`src/rtl/popcount_word_enumerator_if.sv`:
```
// Handshake bundle for the popcount word enumerator: command side (K) and word stream side (O).
// The master drives commands and consumes words; the slave is the enumerator.
interface popcount_word_enumerator_if #(
  parameter int WIDTH = 8,
  parameter int CW    = 4,
  parameter int SEQ_W = 7
);
  logic [CW-1:0]    K;
  logic             cmd_valid;
  logic             cmd_ready;
  logic [WIDTH-1:0] O;
  logic             out_valid;
  logic             out_ready;
  logic             out_last;
  logic [SEQ_W-1:0] out_seq;
  logic             err;

  modport master (
    output K, cmd_valid, out_ready,
    input  cmd_ready, O, out_valid, out_last, out_seq, err
  );

  modport slave (
    input  K, cmd_valid, out_ready,
    output cmd_ready, O, out_valid, out_last, out_seq, err
  );
endinterface

```
`src/rtl/popcount_word_enumerator.sv`:
```
// Streams every WIDTH-bit word with popcount K in ascending order, one per accepted beat.
// Successor words come from Gosper's hack evaluated in WIDTH+1 bits.
module popcount_word_enumerator #(
  parameter int WIDTH = 8,
  parameter int CW    = 4,
  parameter int SEQ_W = 7
) (
  input  logic CLK,
  input  logic RESET,
  popcount_word_enumerator_if.slave bus
);
  localparam logic [0:0] ST_IDLE = 1'b0;
  localparam logic [0:0] ST_EMIT = 1'b1;
  localparam int CTZ_W = $clog2(WIDTH + 1);
  localparam logic [CW-1:0] WIDTH_K = CW'(WIDTH);

  logic [0:0]       state_reg;
  logic [WIDTH-1:0] word_reg;
  logic [WIDTH-1:0] top_reg;
  logic [SEQ_W-1:0] seq_reg;
  logic             valid_reg;
  logic             last_reg;
  logic             err_reg;

  logic [WIDTH:0]   word_ext;
  logic [WIDTH:0]   lsb_ext;
  logic [WIDTH:0]   sum_ext;
  logic [WIDTH:0]   tail_ext;
  logic [WIDTH:0]   next_ext;
  logic [CTZ_W-1:0] ctz;
  logic [WIDTH-1:0] init_word;
  logic [WIDTH-1:0] top_word;
  logic [CW-1:0]    top_start;
  logic             k_too_big;

  // Gosper successor: lowest set bit, ripple it up, refill the vacated ones at the bottom.
  assign word_ext = {1'b0, word_reg};
  assign lsb_ext  = word_ext & (-word_ext);
  assign sum_ext  = word_ext + lsb_ext;

  always_comb begin
    ctz = '0;
    for (int i = WIDTH; i >= 0; i--) begin
      if (lsb_ext[i]) ctz = CTZ_W'(i);
    end
  end

  assign tail_ext = ((word_ext ^ sum_ext) >> 2) >> ctz;
  assign next_ext = sum_ext | tail_ext;

  // First word has the K ones at the bottom; the final word has them at the top.
  assign top_start = WIDTH_K - bus.K;
  assign k_too_big = bus.K > WIDTH_K;

  generate
    for (genvar gi = 0; gi < WIDTH; gi++) begin : g_masks
      assign init_word[gi] = CW'(gi) < bus.K;
      assign top_word[gi]  = CW'(gi) >= top_start;
    end
  endgenerate

  always_ff @(posedge CLK) begin
    if (RESET) begin
      state_reg <= ST_IDLE;
      word_reg  <= '0;
      top_reg   <= '0;
      seq_reg   <= '0;
      valid_reg <= 1'b0;
      last_reg  <= 1'b0;
      err_reg   <= 1'b0;
    end else begin
      err_reg <= 1'b0;
      case (state_reg)
        ST_IDLE: begin
          if (bus.cmd_valid) begin
            if (k_too_big) begin
              err_reg <= 1'b1;
            end else begin
              state_reg <= ST_EMIT;
              word_reg  <= init_word;
              top_reg   <= top_word;
              seq_reg   <= '0;
              valid_reg <= 1'b1;
              last_reg  <= (bus.K == '0) || (bus.K == WIDTH_K);
            end
          end
        end
        default: begin
          if (bus.out_ready) begin
            if (last_reg) begin
              state_reg <= ST_IDLE;
              valid_reg <= 1'b0;
              last_reg  <= 1'b0;
            end else begin
              word_reg <= next_ext[WIDTH-1:0];
              seq_reg  <= seq_reg + SEQ_W'(1);
              last_reg <= next_ext == {1'b0, top_reg};
            end
          end
        end
      endcase
    end
  end

  assign bus.cmd_ready = state_reg == ST_IDLE;
  assign bus.O         = word_reg;
  assign bus.out_seq   = seq_reg;
  assign bus.out_valid = valid_reg;
  assign bus.out_last  = last_reg;
  assign bus.err       = err_reg;
endmodule

```
`src/flat_wrapper.sv`:
```
// flat-port wrapper written by rule: the top's interface ports become plain ports
module popcount_word_enumerator_flat 
#(
  parameter int WIDTH = 8,
  parameter int CW    = 4,
  parameter int SEQ_W = 7
)
  (CLK, RESET, bus_K, bus_cmd_valid, bus_out_ready, bus_cmd_ready, bus_O, bus_out_valid, bus_out_last, bus_out_seq, bus_err);
  popcount_word_enumerator_if #(.WIDTH(WIDTH), .CW(CW), .SEQ_W(SEQ_W)) bus_i ();
  input  logic CLK;
  input  logic RESET;
  input wire logic [$bits(bus_i.K)-1:0] bus_K;
  input wire logic [$bits(bus_i.cmd_valid)-1:0] bus_cmd_valid;
  input wire logic [$bits(bus_i.out_ready)-1:0] bus_out_ready;
  output wire logic [$bits(bus_i.cmd_ready)-1:0] bus_cmd_ready;
  output wire logic [$bits(bus_i.O)-1:0] bus_O;
  output wire logic [$bits(bus_i.out_valid)-1:0] bus_out_valid;
  output wire logic [$bits(bus_i.out_last)-1:0] bus_out_last;
  output wire logic [$bits(bus_i.out_seq)-1:0] bus_out_seq;
  output wire logic [$bits(bus_i.err)-1:0] bus_err;
  assign bus_i.K = bus_K;
  assign bus_i.cmd_valid = bus_cmd_valid;
  assign bus_i.out_ready = bus_out_ready;
  assign bus_cmd_ready = bus_i.cmd_ready;
  assign bus_O = bus_i.O;
  assign bus_out_valid = bus_i.out_valid;
  assign bus_out_last = bus_i.out_last;
  assign bus_out_seq = bus_i.out_seq;
  assign bus_err = bus_i.err;
  popcount_word_enumerator #(.WIDTH(WIDTH), .CW(CW), .SEQ_W(SEQ_W)) u_core (.CLK(CLK), .RESET(RESET), .bus(bus_i));
endmodule
```
`config.mk`:
```
export PLATFORM = sky130hd
export DESIGN_NAME = popcount_word_enumerator_flat
export DESIGN_NICKNAME = d
export VERILOG_FILES = /design/src/rtl/popcount_word_enumerator_if.sv /design/src/rtl/popcount_word_enumerator.sv /design/src/flat_wrapper.sv
export SDC_FILE = /design/constraint.sdc
export NUM_CORES = 1
export LEC_CHECK = 0
export BUFFER_PORTS_ARGS = -buffer_cell sky130_fd_sc_hd__buf_4
export CORE_MARGIN = 2
export CORE_UTILIZATION = 48
export CTS_CLUSTER_DIAMETER = 150
export CTS_CLUSTER_SIZE = 20
export DETAILED_ROUTE_END_ITERATION = 6
export GPL_ROUTABILITY_DRIVEN = 0
export PLACE_DENSITY = 0.65
export SLEW_MARGIN = 20
export SYNTH_ARGS = -nofsm -noshare
export SYNTH_HDL_FRONTEND = slang
export SYNTH_SLANG_ARGS = --single-unit
```
`constraint.sdc`:
```
create_clock -name CLK -period 2.94 [get_ports CLK]
set_input_delay 0.441 -clock CLK [delete_from_list [all_inputs] [get_ports CLK]]
set_output_delay 0.441 -clock CLK [all_outputs]
set_load 0.01 [all_outputs]
```
# Word level (Yosys, flattened, before mapping)
# Cells that the tools add are included.
dict set report totals {
  ff_bits 27
  latch_bits 0
  mem_bits_rw 0
  rom_bits 0
  input_bits 8
  output_inout_bits 19
  wordCells 84
  n_memories 0
}
dict set report classes {
  addsub 4
  mul 0
  n_div 0
  n_lt_le_gt_ge 17
  n_eq_ne 6
  n_shift 1
  n_mux 35
  bitwise 6
  reduce_logical 8
}
# cell count
set op_table {}
lappend op_table {{8-bit two-way mux} 5}
lappend op_table {{4-bit two-way mux} 9}
lappend op_table {{7-bit two-way mux} 5}
lappend op_table {{3-bit by 4-bit >= comparator with 1-bit output, first input constant} 4}
lappend op_table {{3-bit by 4-bit less-than comparator with 1-bit output, first input constant} 4}
lappend op_table {{1-bit two-way mux} 16}
lappend op_table {{8-bit by 9-bit adder with 9-bit output} 1}
lappend op_table {{8-bit by 9-bit bitwise AND with 9-bit output} 1}
lappend op_table {{9-bit by 8-bit == test with 1-bit output} 1}
lappend op_table {{8-bit negator with 9-bit output} 1}
lappend op_table {{9-bit bitwise OR} 1}
lappend op_table {{7-bit by 4-bit >> shifter with 9-bit output} 1}
lappend op_table {{8-bit by 9-bit XOR with 9-bit output} 1}
lappend op_table {{1-bit by 4-bit >= comparator with 1-bit output, first input constant} 2}
lappend op_table {{2-bit by 4-bit >= comparator with 1-bit output, first input constant} 2}
lappend op_table {{1-bit by 4-bit less-than comparator with 1-bit output, first input constant} 2}
lappend op_table {{2-bit by 4-bit less-than comparator with 1-bit output, first input constant} 2}
lappend op_table {{4-bit AND reduction} 2}
lappend op_table {{7-bit by 1-bit adder with 7-bit output, second input constant} 1}
lappend op_table {{2-bit inequality test, second input constant} 3}
lappend op_table {{3-bit AND reduction} 2}
lappend op_table {{4-bit == test, second input constant} 1}
lappend op_table {{4-bit greater-than comparator, second input constant} 1}
lappend op_table {{4-bit zero test} 1}
lappend op_table {{6 further kinds} 8}

# Longest topological paths before layout
dict set report logic_depth {
  word_depth 17
  ltp_mapped 10
  mapped_depth_nobuf 9
}

# Least setup slack after synthesis
# OpenSTA, ideal clock, no wires.
dict set report synth_timing {
  path_kind {register to register}
  from {register u_core.word_reg[1] (netlist: u_core.bus.O[1])}
  to {register u_core.last_reg (netlist: u_core.bus.out_last)}
  setup_time_ns 0.073
  arrival_time_ns 2.664
  t_required_ns 2.867
  path_slack_ns 0.203
  stages_incl_launch_ff 10
  n_path_buf 2
  period_less_slack_ns 2.737
  cell_sequence {dfxtp_1 -> buf_6 -> or4_4 -> buf_6 -> or2_4 -> or4_4 -> o21ai_2 -> mux2i_1 -> or4_4 -> o22ai_2}
}
dict set report synth_between {
  elab_chain_len 17
  word_cells_on_any_way 19
  cone_classes {2 x add/sub; 1 x eq/ne; 1 x shift; 12 x mux; 3 x bitwise}
}
# element line
set synth_lines {}
lappend synth_lines {{start, declared} popcount_word_enumerator.sv:18} ;# logic [WIDTH-1:0] word_reg;
lappend synth_lines {{start signal, assigned} popcount_word_enumerator.sv:80} ;# word_reg <= init_word;
lappend synth_lines {{start signal, assigned} popcount_word_enumerator.sv:95} ;# word_reg <= next_ext[WIDTH-1:0];
lappend synth_lines {{8-bit negator with 9-bit output} popcount_word_enumerator.sv:38} ;# assign lsb_ext = word_ext & (-word_ext);
lappend synth_lines {{8-bit by 9-bit bitwise AND with 9-bit output} popcount_word_enumerator.sv:38}
lappend synth_lines {{4-bit two-way mux (9 in a row)} popcount_word_enumerator.sv:44} ;# if (lsb_ext[i]) ctz = CTZ_W'(i);
lappend synth_lines {{7-bit by 4-bit >> shifter with 9-bit output} popcount_word_enumerator.sv:48} ;# assign tail_ext = ((word_ext ^ sum_ext) >> 2) >> ctz;
lappend synth_lines {{9-bit bitwise OR (*)} popcount_word_enumerator.sv:49} ;# assign next_ext = sum_ext | tail_ext;
lappend synth_lines {{9-bit by 8-bit == test with 1-bit output (*)} popcount_word_enumerator.sv:97} ;# last_reg <= next_ext == {1'b0, top_reg};
lappend synth_lines {{1-bit two-way mux (*)} popcount_word_enumerator.sv:90} ;# if (last_reg) begin
lappend synth_lines {{1-bit two-way mux (*)} popcount_word_enumerator.sv:89} ;# if (bus.out_ready) begin
lappend synth_lines {{1-bit two-way mux (*)} popcount_word_enumerator.sv:73} ;# case (state_reg)
lappend synth_lines {{end signal, assigned} popcount_word_enumerator.sv:84} ;# last_reg <= (bus.K == '0) || (bus.K == WIDTH_K);
lappend synth_lines {{end signal, assigned} popcount_word_enumerator.sv:97}
lappend synth_lines {{end, declared} popcount_word_enumerator.sv:22} ;# logic last_reg;
# Every way passes the cells marked *; elsewhere a longest branch is shown, timed or not. The select of a mux whose other input is x is not followed.
# A chain may end at the register's enable or synchronous reset.

# Worst setup path in the final report
dict set report layout_timing {
  from {register u_core.word_reg[2] (netlist: u_core.bus.O[2])}
  to {register u_core.last_reg (netlist: u_core.bus.out_last)}
}
# Same word-level chain as after synthesis.

==> metrics list <==
- After clock tree synthesis, the clock-pin slew on the worst setup and hold paths is 0.10 ns.
- On the final layout, the worst clock skew is 0.00693 ns.
- F_max: 362 MHz
- Number of levels the H-tree was split into: 1
- The initial antenna violation count came to 0.
* P&R area growth vs syn: 17.7%
* Termination of the worst setup path: u_core.bus.out_last$_SDFFE_PP0P_
* Worst setup slack before clock tree synthesis: 0.219 ns
* Clk_lat worst skew: 0.28 ns
- Time the worst path needs with I/O delays and setup: 2.76 ns
* Die Y-Extent: 69.3 um
- In this run, CTS created clock tree buffers numbering 3.
- After detailed routing, the average wire length per cell comes to 15.8 um.
- The signal on the critical path passes through nor2b_1 -> o41ai_1 -> or4_1 -> and3_1 -> and2b_2 -> or4_1 -> or4_4 -> o22ai_2.
* Max-slew violation count: 0
- Summed over all cells, the static leakage comes to 1.01 nW.
* Result of the run: finished clean
* Cell with the biggest individual delay on the critical path: or4_1
- TritonCTS sink count: 27
- Number of ports placed on the die boundary: 27
- Post-Syn Nets: 279
* Max-cap violations: 0
- Cells taking the most area after synthesis: dfxtp_1 26%, nand2_1 5.5%, nor2_1 5.3%
- IR drop worst, VDD: 0.241 mV
- After the first detailed-routing iteration, the DRC count stood at 262.
- The first detailed-routing pass took 5 iterations.
- The initial utilization of the core area, before any placement, comes to 0.504.
* Tcrit/Tclk final: 0.939
- The die covers 4800 um^2.
- In this run the power density over the cells is 474 nW/um^2.
- Sequential cell area: 542 um^2
- In the final layout, the multi-input gates occupy 1360 um^2.
* Accumulated negative setup slack: 0 ns
* Launching element type of the critical path: flip-flop
* Source of the worst hold timing path: bus_cmd_valid
- Total number of vias: 2142
- Worst min-delay path class: in -> reg
- The cell sitting at the root of the clock tree is a clkbuf_8.
- Leading cell type by number of instances after synthesis: nand2_1
- Unrepaired setup endpoints after global routing: false
* Total congestion overflow: 0
- A synthesized cell averages 7.69 um^2.
- The commonest cells after synthesis are 30 x nand2_1, 29 x nor2_1, 27 x dfxtp_1, 20 x a21oi_1, 12 x inv_1.
- Synthesis produced 266 cells.
* Largest net degree at the start of global routing: 19
* Worst slew margin relative to its limit: 0.554
- Fill cell total of the finished layout: 395
- After synthesis the netlist holds a flip-flop and latch count of 27.
* Flop-to-flop setup slack: 0.18 ns
- Antenna-violating nets left: 0
* Number of diodes added for antenna fixing: 0
- The critical path contains buffers and inverters numbering 0 combined.
* Floorplan core area: 4060 um^2
* Type of destination of the critical path: flip-flop
- In the post-route analysis, the smallest setup slack over all paths is 0.180 ns.
* Vias in the first global route: 1835
- Of the synthesized area, sequential elements account for 0.264.
* Cell area after synthesis: 2040 um^2
- Hold Vio Cnt, Final: 0
- Post-synth top area cell: dfxtp_1
- Capturing point of the worst reg2reg path: u_core.bus.out_last$_SDFFE_PP0P_
- Start of the worst register-to-register path: u_core.bus.O[2]$_SDFFE_PP0P_
- Yosys printed 0 warnings.
* Cell repeated most along the worst path: or4_1
* Detailed Place HPWL: 4.27 mm
- Post-CTS Setup Bufs: 0
- The final layout contains 316 nets.
- Crit path launch: u_core.bus.O[2]$_SDFFE_PP0P_
* Class of the most critical setup path: reg -> reg
- Worst reg-to-reg path cell count: 8
- Maximum buffer depth of the clock tree: 2
* Fraction of layout cells with a size suffix above 1: 0.228
- The kind of cell with the highest combined delay along the critical path is simple AND/OR/NAND/NOR gates.
- TritonCTS clock tree: built
- Wire length of the first global-routing pass: 9.07 mm
- On the worst path, the slowest cell contributes a delay of 0.50 ns.
- The die is 69.3 um wide.
- Of the post-synthesis cell area, the dominant cell type holds 0.264.
* Number of enable-type register cells in the synthesized netlist: 0
- After synthesis, the share of flip-flops with an asynchronous set or reset is 0.
- In the routed design, unresolved DRC markers number 0.
* Transition time of the tightest slew-check pin: 0.667 ns
- Final count of negative-setup-slack endpoints: 0
- Number of cell rows: 23
- Hold path cells: 2
- DRT Wirelength: 5.57 mm
- The most used flip-flop cell after synthesis is dfxtp_1.
- Maximum fanout along the worst path: 7
- Overall global routing resource usage: 0.228
* Detail-routed via count per cell: 6.09
- For the worst setup path, the data required time is 3.15 ns.
* Worst endpoint data arrival time: 2.97 ns
- Number of cells on the critical path: 8
* Number of port buffers: 26
* Number of distinct library cells after synthesis: 63
-- cell families after synthesis --
group,synth area share
XOR/XNOR,0.0428
flip-flops,0.264
AO/OA/AOI/OAI,0.300
adder cells (fa/ha/maj),0.0306
AND/OR/NAND/NOR,0.268
multiplexers,0.0196
buffers and inverters,0.0747
-- worst reg2reg max path, stage by stage (launching register included) --
cell	delay (ns)
dfxtp_1	0.49
nor2b_1	0.23
o41ai_1	0.11
or4_1	0.40
and3_1	0.22
and2b_2	0.19
or4_1	0.50
or4_4	0.42
o22ai_2	0.12
-- where the power goes --
part	internal (W)	leakage [nW]	total (W)	switching, W
logic	0.000216	0.763	0.000509	0.000293
registers	0.000386	0.221	0.000411	0.0000247
clock network	0.0000973	0.0228	0.000220	0.000122
total	0.000700	1.01	0.00114	0.000440
-- metrics by stage --
stage	std cells	power, W	utilization	cell area [um^2]	hold WS (ns)
2_1_floorplan	266	0.000770	-	2040	0.430
3_3_place_gp	348	0.000917	0.580	2350	0.457
3_5_place_dp	348	0.000915	0.580	2350	0.467
4_1_cts	352	0.00114	0.591	2400	0.460
5_1_grt	352	0.00121	0.593	2410	0.469
6_report	352	0.00114	0.593	2410	0.467
-- routing by layer --
metal	vias to the layer above	global-route usage	wire [um]
met5	-	0	0
met4	0	0.0719	177
met3	15	0.0305	285
met2	78	0.357	2470
met1	990	0.325	2640
li1	1059	-	-
-- cell usage in the layout, fill, tap and decap left out, types with 3 or more instances in the layout --
cell type  instances
xor2_1             8
or2_2              3
inv_1             12
dfxtp_1           26
a211oi_1           9
nor2b_1            5
nand3_1            7
a21oi_1           20
nand2_1           30
a31oi_1            7
nand2b_1           3
buf_4             47
or4_1              3
or4_4              3
clkbuf_8           3
o31ai_1            4
o21ai_0           11
nand4_1            5
nor2_1            29
ha_1               5
and3_1             3
o211ai_1           3
mux2i_1            4
o21ai_1            3
nor3_1             4
-- worst min-delay path by stage --
stage	slack (ns)	to
5_1_grt	0.47	u_core.bus.O[1]$_SDFFE_PP0P_
3_5_place_dp	0.47	u_core.top_reg[7]$_SDFFE_PP0P_
4_1_cts	0.46	u_core.bus.err$_SDFF_PP0_
3_3_place_gp	0.46	u_core.top_reg[4]$_SDFFE_PP0P_
2_1_floorplan	0.43	u_core.top_reg[4]$_SDFFE_PP0P_
6_report	0.47	u_core.bus.err$_SDFF_PP0_
-- area by class of cell --
class / instances / area share
clock buffers: 4 / 0.0187
inverters: 12 / 0.0187
multi-input cells: 212 / 0.565
flip-flops and latches: 27 / 0.225
well taps: 50 / 0.0260
repair buffers: 47 / 0.147
-- repair_timing --
| action | in CTS | in global routing |
|---|---|---|
| gates resized for setup | 0 | 2 |
| setup endpoints to repair | 0 | 1 |
| hold buffers | 0 | 0 |
No activity file was read; power rests on OpenSTA's default activity.
